==> src/rtl/mult_share_arbiter_pkg.sv <==
// Shared configuration for the multiplier-sharing arbiter: default ALU port
// configuration and the helpers that size requester ids and counters.
package mult_share_arbiter_pkg;

    localparam int unsigned ALU_REQUESTERS = 4;
    localparam int unsigned ALU_WORD_WIDTH = 36;

    function automatic int unsigned clog2(input int unsigned value);
        int unsigned result;
        result = 0;
        for (int unsigned p = 1; p < value; p = p << 1) begin
            result = result + 1;
        end
        return result;
    endfunction

    // A single-client configuration still needs a one-bit id field.
    function automatic int unsigned mult_arb_id_width(input int unsigned requesters);
        return (requesters < 2) ? 1 : clog2(requesters);
    endfunction

    localparam int unsigned MULT_ARB_ID_WIDTH = mult_arb_id_width(ALU_REQUESTERS);

endpackage

==> src/rtl/mult_share_arbiter_tag_pipe.sv <==
// Resettable {valid,id} shift register that tracks which requester owns each
// product travelling through the non-stallable multiplier pipeline.
module mult_tag_pipe
    import mult_share_arbiter_pkg::*;
#(
    parameter int unsigned DEPTH    = 4,
    parameter int unsigned ID_WIDTH = MULT_ARB_ID_WIDTH
) (
    input  logic                clk_i,
    input  logic                rst_i,
    input  logic                valid_i,
    input  logic [ID_WIDTH-1:0] id_i,
    output logic                valid_o,
    output logic [ID_WIDTH-1:0] id_o,
    output logic                busy_o
);

    logic [DEPTH-1:0]    valid_q;
    logic [ID_WIDTH-1:0] id_q [DEPTH];

    always_ff @(posedge clk_i or posedge rst_i) begin
        if (rst_i) begin
            valid_q <= '0;
            for (int s = 0; s < DEPTH; s++) begin
                id_q[s] <= '0;
            end
        end else begin
            valid_q[0] <= valid_i;
            id_q[0]    <= id_i;
            for (int s = 1; s < DEPTH; s++) begin
                valid_q[s] <= valid_q[s-1];
                id_q[s]    <= id_q[s-1];
            end
        end
    end

    assign valid_o = valid_q[DEPTH-1];
    assign id_o    = id_q[DEPTH-1];
    assign busy_o  = |valid_q;

endmodule

==> src/rtl/mult_share_arbiter.sv <==
// Round-robin arbiter sharing one pipelined multiplier among several clients,
// with per-client outstanding caps and tag-based steering of returned products.
module mult_share_arbiter
    import mult_share_arbiter_pkg::*;
#(
    parameter int unsigned REQUESTERS      = ALU_REQUESTERS,
    parameter int unsigned WORD_WIDTH      = ALU_WORD_WIDTH,
    parameter int unsigned MULT_LATENCY    = 4,
    parameter int unsigned MAX_OUTSTANDING = 2,
    parameter int unsigned ID_WIDTH        = MULT_ARB_ID_WIDTH
) (
    input  logic                             clock,
    input  logic                             reset,
    input  logic [REQUESTERS-1:0]            req_valid,
    input  logic [REQUESTERS-1:0]            req_enable,
    input  logic [REQUESTERS-1:0]            req_sign,
    input  logic [REQUESTERS*WORD_WIDTH-1:0] req_A,
    input  logic [REQUESTERS*WORD_WIDTH-1:0] req_B,
    output logic [REQUESTERS-1:0]            req_ready,
    output logic                             mult_sign,
    output logic [WORD_WIDTH-1:0]            mult_A,
    output logic [WORD_WIDTH-1:0]            mult_B,
    input  logic [WORD_WIDTH-1:0]            mult_R_lo,
    input  logic [WORD_WIDTH-1:0]            mult_R_hi,
    output logic [REQUESTERS-1:0]            resp_valid,
    output logic [WORD_WIDTH-1:0]            resp_lo,
    output logic [WORD_WIDTH-1:0]            resp_hi,
    output logic                             busy
);

    localparam int unsigned CNT_W = clog2(MAX_OUTSTANDING + 1);

    logic [REQUESTERS-1:0] eligible;
    logic                  grant_any;
    logic [ID_WIDTH-1:0]   grant_id;
    logic [ID_WIDTH-1:0]   ptr_q, ptr_d;
    logic [CNT_W-1:0]      cnt_q [REQUESTERS];
    logic [CNT_W-1:0]      cnt_d [REQUESTERS];
    logic                  tail_valid;
    logic [ID_WIDTH-1:0]   tail_id;
    logic [ID_WIDTH-1:0]   cand_id;
    int unsigned           cand;

    // Eligibility looks at the count before this cycle's response is retired.
    always_comb begin
        for (int i = 0; i < REQUESTERS; i++) begin
            eligible[i] = req_valid[i] & req_enable[i]
                        & (cnt_q[i] < CNT_W'(MAX_OUTSTANDING));
        end
    end

    always_comb begin
        grant_any = 1'b0;
        grant_id  = '0;
        cand      = 0;
        cand_id   = '0;
        if (!reset) begin
            for (int k = 0; k < REQUESTERS; k++) begin
                cand    = (int'(ptr_q) + k) % REQUESTERS;
                cand_id = ID_WIDTH'(cand);
                if (!grant_any && eligible[cand_id]) begin
                    grant_any = 1'b1;
                    grant_id  = cand_id;
                end
            end
        end
    end

    always_comb begin
        for (int i = 0; i < REQUESTERS; i++) begin
            req_ready[i] = grant_any && (grant_id == ID_WIDTH'(i));
        end
    end

    always_comb begin
        mult_A    = '0;
        mult_B    = '0;
        mult_sign = 1'b0;
        if (grant_any) begin
            mult_A    = req_A[int'(grant_id)*WORD_WIDTH +: WORD_WIDTH];
            mult_B    = req_B[int'(grant_id)*WORD_WIDTH +: WORD_WIDTH];
            mult_sign = req_sign[grant_id];
        end
    end

    always_comb begin
        ptr_d = ptr_q;
        if (grant_any) begin
            ptr_d = (grant_id == ID_WIDTH'(REQUESTERS - 1)) ? '0 : grant_id + ID_WIDTH'(1);
        end
    end

    mult_tag_pipe #(
        .DEPTH    (MULT_LATENCY),
        .ID_WIDTH (ID_WIDTH)
    ) u_tag_pipe (
        .clk_i   (clock),
        .rst_i   (reset),
        .valid_i (grant_any),
        .id_i    (grant_id),
        .valid_o (tail_valid),
        .id_o    (tail_id),
        .busy_o  (busy)
    );

    always_comb begin
        for (int i = 0; i < REQUESTERS; i++) begin
            resp_valid[i] = tail_valid && (tail_id == ID_WIDTH'(i));
        end
    end

    assign resp_lo = mult_R_lo;
    assign resp_hi = mult_R_hi;

    // Accept and retire in the same cycle cancel out.
    always_comb begin
        for (int i = 0; i < REQUESTERS; i++) begin
            cnt_d[i] = cnt_q[i];
            if (req_ready[i] && !resp_valid[i]) begin
                cnt_d[i] = cnt_q[i] + CNT_W'(1);
            end else if (!req_ready[i] && resp_valid[i] && (cnt_q[i] != '0)) begin
                cnt_d[i] = cnt_q[i] - CNT_W'(1);
            end
        end
    end

    always_ff @(posedge clock or posedge reset) begin
        if (reset) begin
            ptr_q <= '0;
            for (int i = 0; i < REQUESTERS; i++) begin
                cnt_q[i] <= '0;
            end
        end else begin
            ptr_q <= ptr_d;
            for (int i = 0; i < REQUESTERS; i++) begin
                cnt_q[i] <= cnt_d[i];
            end
        end
    end

endmodule
==> config.mk <==
export PLATFORM = sky130hd
export DESIGN_NAME = mult_share_arbiter
export DESIGN_NICKNAME = d
export VERILOG_FILES = /design/src/rtl/mult_share_arbiter_pkg.sv /design/src/rtl/mult_share_arbiter_tag_pipe.sv /design/src/rtl/mult_share_arbiter.sv
export SDC_FILE = /design/constraint.sdc
export NUM_CORES = 1
export LEC_CHECK = 0
export CORE_AREA = 2 2 206 208
export DETAILED_ROUTE_END_ITERATION = 8
export DIE_AREA = 0 0 208 210
export SLEW_MARGIN = 30
export SYNTH_ARGS = -nofsm -noshare
export SYNTH_HDL_FRONTEND = slang
export SYNTH_SLANG_ARGS = --single-unit
==> constraint.sdc <==
create_clock -name clock -period 2.8 [get_ports clock]
set_input_delay 0.7 -clock clock [delete_from_list [all_inputs] [get_ports clock]]
set_output_delay 0.7 -clock clock [all_outputs]
set_load 0.02 [all_outputs]
---- Yosys cells after proc, flatten, opt, wreduce, memory -nomap -nowiden ----
Index checks and enable logic that the tools add are counted.
storage, ports and cells
  register bits after elaboration ......... 22
  output and inout port bits .............. 154
  logic and storage cells ................. 128
  input bits .............................. 374
cells by class
  shifts and indexed selects .............. 2
  equality and inequality tests ........... 6
  reductions and logical operators ........ 45
  $add $sub $neg .......................... 12
  multiplexer cells ....................... 35
  bitwise logic cells ..................... 8
  $mul .................................... 1
  $lt $le $gt $ge ......................... 9
operators with widths
  cell                                                                  number
  144-bit by 9-bit indexed part select with 36-bit output               2
  36-bit 2-to-1 mux                                                     2
  2-bit 2-to-1 mux                                                      14
  1-bit logical AND                                                     23
  2-bit nonzero test                                                    8
  2-bit by 3-bit < comparator with 1-bit output, second input constant  5
  1-bit 2-to-1 mux                                                      14
  2-bit by 1-bit adder with 2-bit output, second input constant         6
  1-bit logical NOT                                                     11
  1-bit binary-select mux with 2-bit select                             5
  1-bit AND                                                             8
  2-bit == test, second input constant                                  4
  2-bit < comparator, second input constant                             4
  2-bit by 1-bit subtractor with 2-bit output, second input constant    4
  2-bit by 4-bit multiplier with 6-bit output, second input constant    1
  2-bit adder, second input constant                                    2
  2-bit by 1-bit == test with 1-bit output, second input constant       2
  2-bit logical NOT                                                     2
  4-bit OR reduction                                                    1

---- Longest topological paths before layout ----
Gate-level depths: netlist of the first run.
  word-level depth ........................ 25
  mapped depth ............................ 11
  mapped depth without buffers ............ 10

---- By module ----
Synthesis of the first run repeated with hierarchy kept, for this count alone.
unflattened totals
  cell total of the unflattened synthesis .. 447
  area total of the unflattened synthesis .. 3746.1 µm²
by module, submodules not included
  module              instances  cells each  area an instance (µm²)  sequential area each (µm²)
  mult_share_arbiter  1          431         3419.5                  250.2
  mult_tag_pipe       1          16          326.6                   300.3

---- Worst setup path before layout of the first run ----
Ideal clock, no wire load.
  kind .................................... input-to-output
  from .................................... input port req_enable[3]
  to ...................................... output port req_ready[0]
  data required time ...................... 2100 ps
  path slack .............................. -155 ps
  arrival time ............................ 2255 ps
  buffers on the path ..................... 2
  cell stages on the path ................. 8
  path through ............................ and3b_1 o221a_1 o22ai_2 buf_6 buf_12 ha_1 inv_1 nor2_1
between the ends
  cells in the longest elaborated chain, start to end .. 20
  elaborated cells on any way between the ends .. 31
  classes of those cells .................. mux: 21; bitwise: 2; reduce/logical: 8
ends and longest elaborated chain
  element                                    line                      source
  start: declaration                         mult_share_arbiter.sv:15  input logic [REQUESTERS-1:0] req_enable,
  1-bit AND *                                mult_share_arbiter.sv:47  eligible[i] = req_valid[i] & req_enable[i]
  1-bit AND *                                mult_share_arbiter.sv:48  & (cnt_q[i] < CNT_W'(MAX_OUTSTANDING));
  1-bit binary-select mux with 2-bit select  mult_share_arbiter.sv:61  if (!grant_any && eligible[cand_id]) begin
  1-bit 2-to-1 mux (implied by the code)     mult_share_arbiter.sv:61
  1-bit 2-to-1 mux                           mult_share_arbiter.sv:61
  1-bit 2-to-1 mux                           mult_share_arbiter.sv:57  if (!reset) begin
  1-bit logical NOT                          mult_share_arbiter.sv:61
  1-bit logical AND                          mult_share_arbiter.sv:61
  [... 4 more ...]                           n/a
  1-bit 2-to-1 mux                           mult_share_arbiter.sv:61
  1-bit 2-to-1 mux                           mult_share_arbiter.sv:57
  1-bit logical NOT                          mult_share_arbiter.sv:61
  1-bit logical AND                          mult_share_arbiter.sv:61
  2-bit 2-to-1 mux                           mult_share_arbiter.sv:61
  2-bit 2-to-1 mux                           mult_share_arbiter.sv:57
  2-bit logical NOT                          mult_share_arbiter.sv:71  req_ready[i] = grant_any && (grant_id == ID_WIDTH'(i));
  1-bit logical AND *                        mult_share_arbiter.sv:71
  end: declaration                           mult_share_arbiter.sv:19  output logic [REQUESTERS-1:0] req_ready,
Mark *: on every way between the ends. The rest lies on a longest branch, timed or not. The select of a mux whose other input is x is not followed.

---- Final worst setup path of the first run ----
  from .................................... input port req_valid[2]
  to ...................................... output port mult_B[30]
between the ends
  cells in the longest elaborated chain, start to end .. 21
  elaborated cells on any way between the ends .. 32
  classes of those cells .................. mul: 1; shift: 1; mux: 22; bitwise: 2; reduce/logical: 6
ends and longest elaborated chain
  element                                                  line                      source
  start: declaration                                       mult_share_arbiter.sv:14  input logic [REQUESTERS-1:0] req_valid,
  1-bit AND *                                              mult_share_arbiter.sv:47
  1-bit AND *                                              mult_share_arbiter.sv:48
  1-bit binary-select mux with 2-bit select                mult_share_arbiter.sv:61
  1-bit 2-to-1 mux (implied by the code)                   mult_share_arbiter.sv:61
  1-bit 2-to-1 mux                                         mult_share_arbiter.sv:61
  1-bit 2-to-1 mux                                         mult_share_arbiter.sv:57
  1-bit logical NOT                                        mult_share_arbiter.sv:61
  1-bit logical AND                                        mult_share_arbiter.sv:61
  [... 5 more ...]                                         n/a
  1-bit 2-to-1 mux                                         mult_share_arbiter.sv:57
  1-bit logical NOT                                        mult_share_arbiter.sv:61
  1-bit logical AND                                        mult_share_arbiter.sv:61
  2-bit 2-to-1 mux                                         mult_share_arbiter.sv:61
  2-bit 2-to-1 mux                                         mult_share_arbiter.sv:57
  2-bit by 4-bit multiplier with 6-bit output              mult_share_arbiter.sv:81  mult_B = req_B[int'(grant_id)*WORD_WIDTH +: WORD_WIDTH];
  144-bit by 9-bit indexed part select with 36-bit output  mult_share_arbiter.sv:81
  36-bit 2-to-1 mux *                                      mult_share_arbiter.sv:79  if (grant_any) begin
  end: declaration                                         mult_share_arbiter.sv:22  output logic [WORD_WIDTH-1:0] mult_B,
Marks and branches as above.

==> out/metrics.yaml, run 1 <==
floorplan:
  fp.dieW_um: 208
  start_util_pct: 9.41
  core_area_mm2: 0.0415
  rows: 75
  pin_count: 528
  die_area_mm2: 0.0437
  die_height_um: 210
final_layout:
  fin_cells: 1344
  nets: 1184
  drive_gt1_share_pct: 30.2
  fin_area_mm2: 0.00914
  n_antenna_cell: 0
  fin_util_pct: 22.0
  area_growth_pct: 134
sta:
  rsz0062_at_grt: "true"
  period_share_pct: 122
  worst_slew_pin_slew_ns: 0.370
  hold_viol: 0
  finClkSkew_ns: 0.00297
  slew_headroom_pct: 75.3
  setup_viol: 77
  hold_slack_ns: 0.351
  tns_ns: -35.03
  fmax_ghz: 0.294
  fin_crit_ns: 3.40
  final-max-slew-violation-count: 0
  worst_slack_ns: -0.603
worst_setup_path:
  path_cells: "buf_6, nand3b_1, buf_6, a211oi_4, o22ai_4, buf_12, buf_16, buf_16, buf_16, buf_4, mux2i_1, o22ai_1, buf_4"
  path_delay_family: "buffers and inverters"
  r2r_slack_ns: 0.18
  worstPathRequired_ns: 2.10
  r2r-end: "cnt_q[1]"
  start_kind: "primary input"
  reg2reg_from: "cnt_q[3]"
  crit_slowest_cell: "a211oi_4"
  reg2reg_depth: 14
  crit_fanout: 6
  worstPathArrival_ns: 2.70
  crit_top_cell: "buf_16"
  cp_num_buf_inv: 8
  slowest_delay_ns: 0.23
  endpoint_kind: "primary output"
  crit_type: "in -> out"
global_routing:
  grt_max_degree: 37
  grt_pass1_wl_um: 30800
  antenna_found_initial: 0
  first_global_vias: 5097
  grt_use_total_pct: 9.13
  overflow: 0
worst_hold_path:
  whs_endpoint: "u_tag_pipe.id_q[4]"
  hp-class: "reg -> reg"
  worstHoldPathCells: 0
  min_from: "u_tag_pipe.id_q[6]"
synth:
  syn_inst: 431
  synth_area_mm2: 0.00390
  synth_seq_cells: 22
  synth_top_cells_by_count: "mux2i_1 (147), o22ai_1 (73), buf_4 (72), dfrtp_1 (22), buf_1 (11)"
  avgSynthCellArea_um2: 9.05
  synth_edf_count: 0
  synth_ff_type: "dfrtp_1"
  yosys_warnings: 0
  synth_cell_types: 40
  synth_area_leaders: "mux2i_1 (38%), dfrtp_1 (14%), buf_4 (14%)"
  ys_seq_area_share_pct: 14.1
  synth_nets: 809
  synth.largest_area_cell: "mux2i_1"
  synth_top_area_share_pct: 37.7
  synth-async-reset-ratio_pct: 100
  yosysMostFrequentCell: "mux2i_1"
place:
  gp_congestion: 0.755
  pre_cts_ws_ns: -1.25
  port_buffers: 383
  hpwl_um: 16900
  placed_cells_incl_taps: 1306
  place_area_mm2: 0.00810
pwr:
  switching_share_pct: 39.0
  p_leak_nw: 4.21
  comb_power_share_pct: 82.0
  totalPowerFinal_mw: 4.86
  peakVddDrop_v: 0.000247
  pwr_density_cell_mw_per_mm2: 531
  p_seq_share_pct: 9.8
  p_clk_share_pct: 8.2
  p_int_mw: 2.96
  p_switching_mw: 1.89
clock_network:
  cts-htree-levels: 1
  cts.sinks: 22
  clock_path_buffers: 2
  root_buffer: "clkbuf_16"
  clk_pin_slew_ns: 0.06
  ctsHoldBuffers: 0
  cts_tree: "done"
  clk_latency_ns: 0.25
  numCtsBuffers: 3
status:
  violations: "negative setup slack"
  status: "finished, violations left"
drt:
  vias_per_cell: 3.64
  antenna_left: 0
  drt-total-wl_um: 22200
  drtIter0Drc: 249
  wl_per_cell_um: 16.5
  drc: 0
  first_pass_iters: 4
  routed-via-count: 4888
job:
  maxCapViolations: 0
-- flip-flops by register name (all words and copies together), names as in the netlist --
signal              flops
cnt_q                   8
ptr_q                   2
u_tag_pipe.id_o         2
u_tag_pipe.id_q         6
u_tag_pipe.valid_q      4
-- final cells by class --
cell class	instances	area (µm²)
Inverter	11	56.3
Sequential cell	22	551
Timing Repair Buffer	474	4930
Clock buffer	3	75.1
Clock inverter	1	30.0
Fill cell	4530	32300
Tap cell	539	674
Multi-Input combinational cell	294	2830
-- power by group through the flow --
| stage | sequential (mW) | clock (mW) | combinational, mW |
|---|---|---|---|
| detailed placement | 0.477 | 0 | 3.09 |
| global route | 0.494 | 0.419 | 4.21 |
| finish | 0.477 | 0.399 | 3.98 |
| CTS | 0.477 | 0.407 | 3.88 |
| floorplan | 0.468 | 0 | 1.91 |
| global placement | 0.470 | 0 | 3.06 |
-- logic make-up (layout without fill, tap and decap cells) --
logic type / after synthesis / in the layout / share of synthesized area [%]
DFF: 22 / 22 / 14.1
buffers and inverters: 115 / 489 / 23.8
adders and majority gates: 4 / 4 / 1.28
AOI/OAI and AO/OA: 105 / 105 / 17.3
muxes: 147 / 147 / 37.7
and+or+nand+nor: 38 / 38 / 5.81
-- layout by cell type, fill, tap and decap left out, types with 2 or more instances in the layout --
cell type	n
a211oi_2	2
a21boi_1	2
a21oi_1	9
and2_4	2
and3_1	2
and3_4	3
buf_12	18
buf_16	9
buf_2	6
buf_4	102
buf_6	27
buf_8	10
clkbuf_16	6
clkdlybuf4s50_1	297
dfrtp_1	22
ha_4	4
inv_1	6
inv_4	3
mux2i_1	124
mux2i_2	14
mux2i_4	9
nand2_1	4
nand3b_1	4
nor2_1	7
nor2_4	2
nor3_2	4
o21a_1	6
o21ai_0	4
o22ai_1	65
o22ai_2	8
-- how the worst max path moves through the flow --
stage,startpoint,to,depth (start not counted)
floorplan,req_enable[2],mult_A[0],7
CTS,req_valid[2],mult_B[27],13
finish,req_valid[2],mult_B[30],13
global route,req_valid[2],mult_B[30],13
detailed placement,req_valid[2],mult_B[22],10
global placement,req_enable[2],mult_B[22],10
-- layer usage --
layer / global-route usage, % / vias to the layer above / wire length [µm]
met2: 17.5 / 278 / 11800
met1: 9.92 / 2275 / 8120
met5: 0 / - / 0
li1: - / 2299 / -
met3: 1.82 / 36 / 1550
met4: 3.13 / 0 / 789
-- repair_timing --
action | 4_1_cts | 5_1_grt
resized for setup | 505 | 56
cloned | 7 | 3
pin swaps | 31 | 33
setup endpoints to repair | 85 | 83
setup buffers | 26 | 11
(Power assumes the default switching activity.)
==> inputs of run 2 (changes only) <==
- clock period: 2.8 -> 3.65 ns (I/O delays scaled with it)
==> run 2 against run 1 <==
The run now ends clean. Count of clock-buffer cells in the layout is the same. Power shrank 31%. Cell area shrank 6.7%.
==> out/metrics.yaml, run 2 (synthesis gave the netlist of run 1 again) <==
worst_setup_path:
  crit_slowest_cell: "o221a_4"
  crit_type: "in -> out"
  crit_top_cell: "buf_12"
  reg2reg_depth: 12  # -2
  r2r-end: "cnt_q[7]"
  worstPathArrival_ns: 2.73  # +0.03 ns
  path_delay_family: "buffers and inverters"
  reg2reg_from: "cnt_q[3]"
  slowest_delay_ns: 0.24  # about the same
  cp_num_buf_inv: 5  # -3
  start_kind: "primary input"
  r2r_slack_ns: 0.84  # +0.66 ns
  endpoint_kind: "primary output"
  worstPathRequired_ns: 2.74  # +0.64 ns
  path_cells: "clkdlybuf4s15_1, and3b_1, o221a_4, o22ai_4, buf_12, buf_16, buf_12, mux2i_2, o22ai_1, buf_4"
  crit_fanout: 7  # +1
pwr:
  p_leak_nw: 3.97  # -5.7%
  pwr_density_cell_mw_per_mm2: 392  # -26%
  peakVddDrop_v: 0.000203  # -18%
final_layout:
  drive_gt1_share_pct: 26.2  # -4.0 points
  multi_input_area_mm2: 0.00272  # -3.8%
  seqCellArea_um2: 551  # unchanged
  regMostFlops: "cnt_q"
  fin_area_mm2: 0.00852  # -6.7%
  largest_reg_flops: 8  # unchanged
  fin_util_pct: 20.6  # -1.5 points
  nFillCells: 4578  # +1.1%
  top_regs: "cnt_q: 8 flops, u_tag_pipe.id_q: 6 flops, u_tag_pipe.valid_q: 4 flops"
  layout_common_cells: "clkdlybuf4s50_1 (297), mux2i_1 (119), o22ai_1 (66), buf_2 (55), buf_4 (45)"
  n_antenna_cell: 0  # unchanged
  area_growth_pct: 119
  final_common_cell: "clkdlybuf4s50_1"
  nets: 1158  # -2.2%
clock_network:
  numCtsBuffers: 3  # unchanged
  cts_tree: "done"
  clk_pin_slew_ns: 0.06  # about the same
  cts.sinks: 22  # unchanged
  clock_path_buffers: 2  # unchanged
  clk_latency_ns: 0.25  # about the same
  ctsHoldBuffers: 0  # unchanged
  cts-htree-levels: 1  # unchanged
  root_buffer: "clkbuf_16"
global_routing:
  overflow: 0  # unchanged
  first_global_vias: 4904  # -3.8%
  antenna_found_initial: 2  # +2
  grt_use_total_pct: 8.15  # -0.98 points
  grt_pass1_wl_um: 28000  # -9.3%
  grt_max_degree: 40  # +8.1%
place:
  port_buffers: 383  # unchanged
  hpwl_um: 15900  # -6.4%
  place_area_mm2: 0.00802  # -0.96%
  gp_congestion: 0.773  # +2.3%
drt:
  vias_per_cell: 3.63  # -0.26%
  drtIter0Drc: 112  # -55%
  drc: 0  # unchanged
  antenna_left: 0  # unchanged
  routed-via-count: 4781  # -2.2%
  wl_per_cell_um: 15.7  # -4.9%
  first_pass_iters: 4  # unchanged
  drt-total-wl_um: 20800  # -6.7%
sta:
  hold_slack_ns: 0.347  # -0.00387 ns
  tns_ns: 0  # +35.03 ns
  period_share_pct: 99.9
  rsz0062_at_grt: "true"
  final-max-slew-violation-count: 0  # unchanged
  fin_crit_ns: 3.65
  setup_viol: 0  # -100%
  worst_slew_pin_slew_ns: 0.404  # +0.0340 ns
  finClkSkew_ns: 0.00247  # -0.000497 ns
  hold_viol: 0  # unchanged
  fmax_ghz: 0.274
  slew_headroom_pct: 73.0  # -2.2 points
worst_hold_path:
  worstHoldPathCells: 0  # unchanged
  hp-class: "reg -> reg"
  min_from: "u_tag_pipe.id_q[4]"
  whs_endpoint: "u_tag_pipe.id_q[2]"
floorplan:
  die_height_um: 210  # unchanged
  fp.dieW_um: 208  # unchanged
  die_area_mm2: 0.0437  # unchanged
  start_util_pct: 9.41  # unchanged
  core_area_mm2: 0.0415  # unchanged
  pin_count: 528  # unchanged
  rows: 75  # unchanged
status:
  status: "completed"
job:
  maxCapViolations: 0  # unchanged
## run 2: layer usage
metal | GRT usage [%] | routed length, µm
met5 | 0 | 8
met4 | 3.20 | 879
met3 | 2.15 | 1870
met2 | 14.8 | 10400
met1 | 9.06 | 7590
## run 2: through the flow
step	std cells	setup WS (ns)	total power, mW
finish	1318	0.00336	3.34
global route	1318	-0.0899	3.54
CTS	1316	-0.0557	3.18
detailed placement	1301	-0.752	2.68
global placement	1301	-0.744	2.66
floorplan	431	0.270	1.81
## run 2: worst max-delay path by stage
stage,slack [ns],cells past startpoint,to,from
after global placement,-0.74,9,mult_B[34],req_valid[0]
final,0.003,10,mult_A[8],req_valid[1]
after detailed placement,-0.75,9,mult_B[34],req_valid[0]
after floorplan,0.27,8,req_ready[0],req_enable[3]
after CTS,-0.06,10,mult_A[2],req_valid[1]
after global routing,-0.09,11,mult_B[12],req_valid[2]
## run 2: final cells by class
cell class | count | area share, %
timing repair buffer | 448 | 52.0
multi-input combinational | 294 | 31.9
tap | 539 | 7.91
sequential | 22 | 6.46
clock buffer | 3 | 0.881
inverter | 11 | 0.514
clock inverter | 1 | 0.352
## run 2: where the power goes
| group | internal [mW] | switching, mW | leakage, nW | total, mW |
|---|---|---|---|---|
| clock | 0.218 | 0.0863 | 0.0511 | 0.304 |
| sequential | 0.313 | 0.0627 | 0.281 | 0.376 |
| combinational | 1.46 | 1.20 | 3.64 | 2.66 |
| total | 1.99 | 1.35 | 3.97 | 3.34 |
## run 2: what timing repair did
action / in CTS / in global routing
pin swaps: 6 / 19
gates resized for setup: 360 / 97
endpoints found under the setup margin: 77 / 58
setup buffers: 6 / 2
cloned: 5 / 3
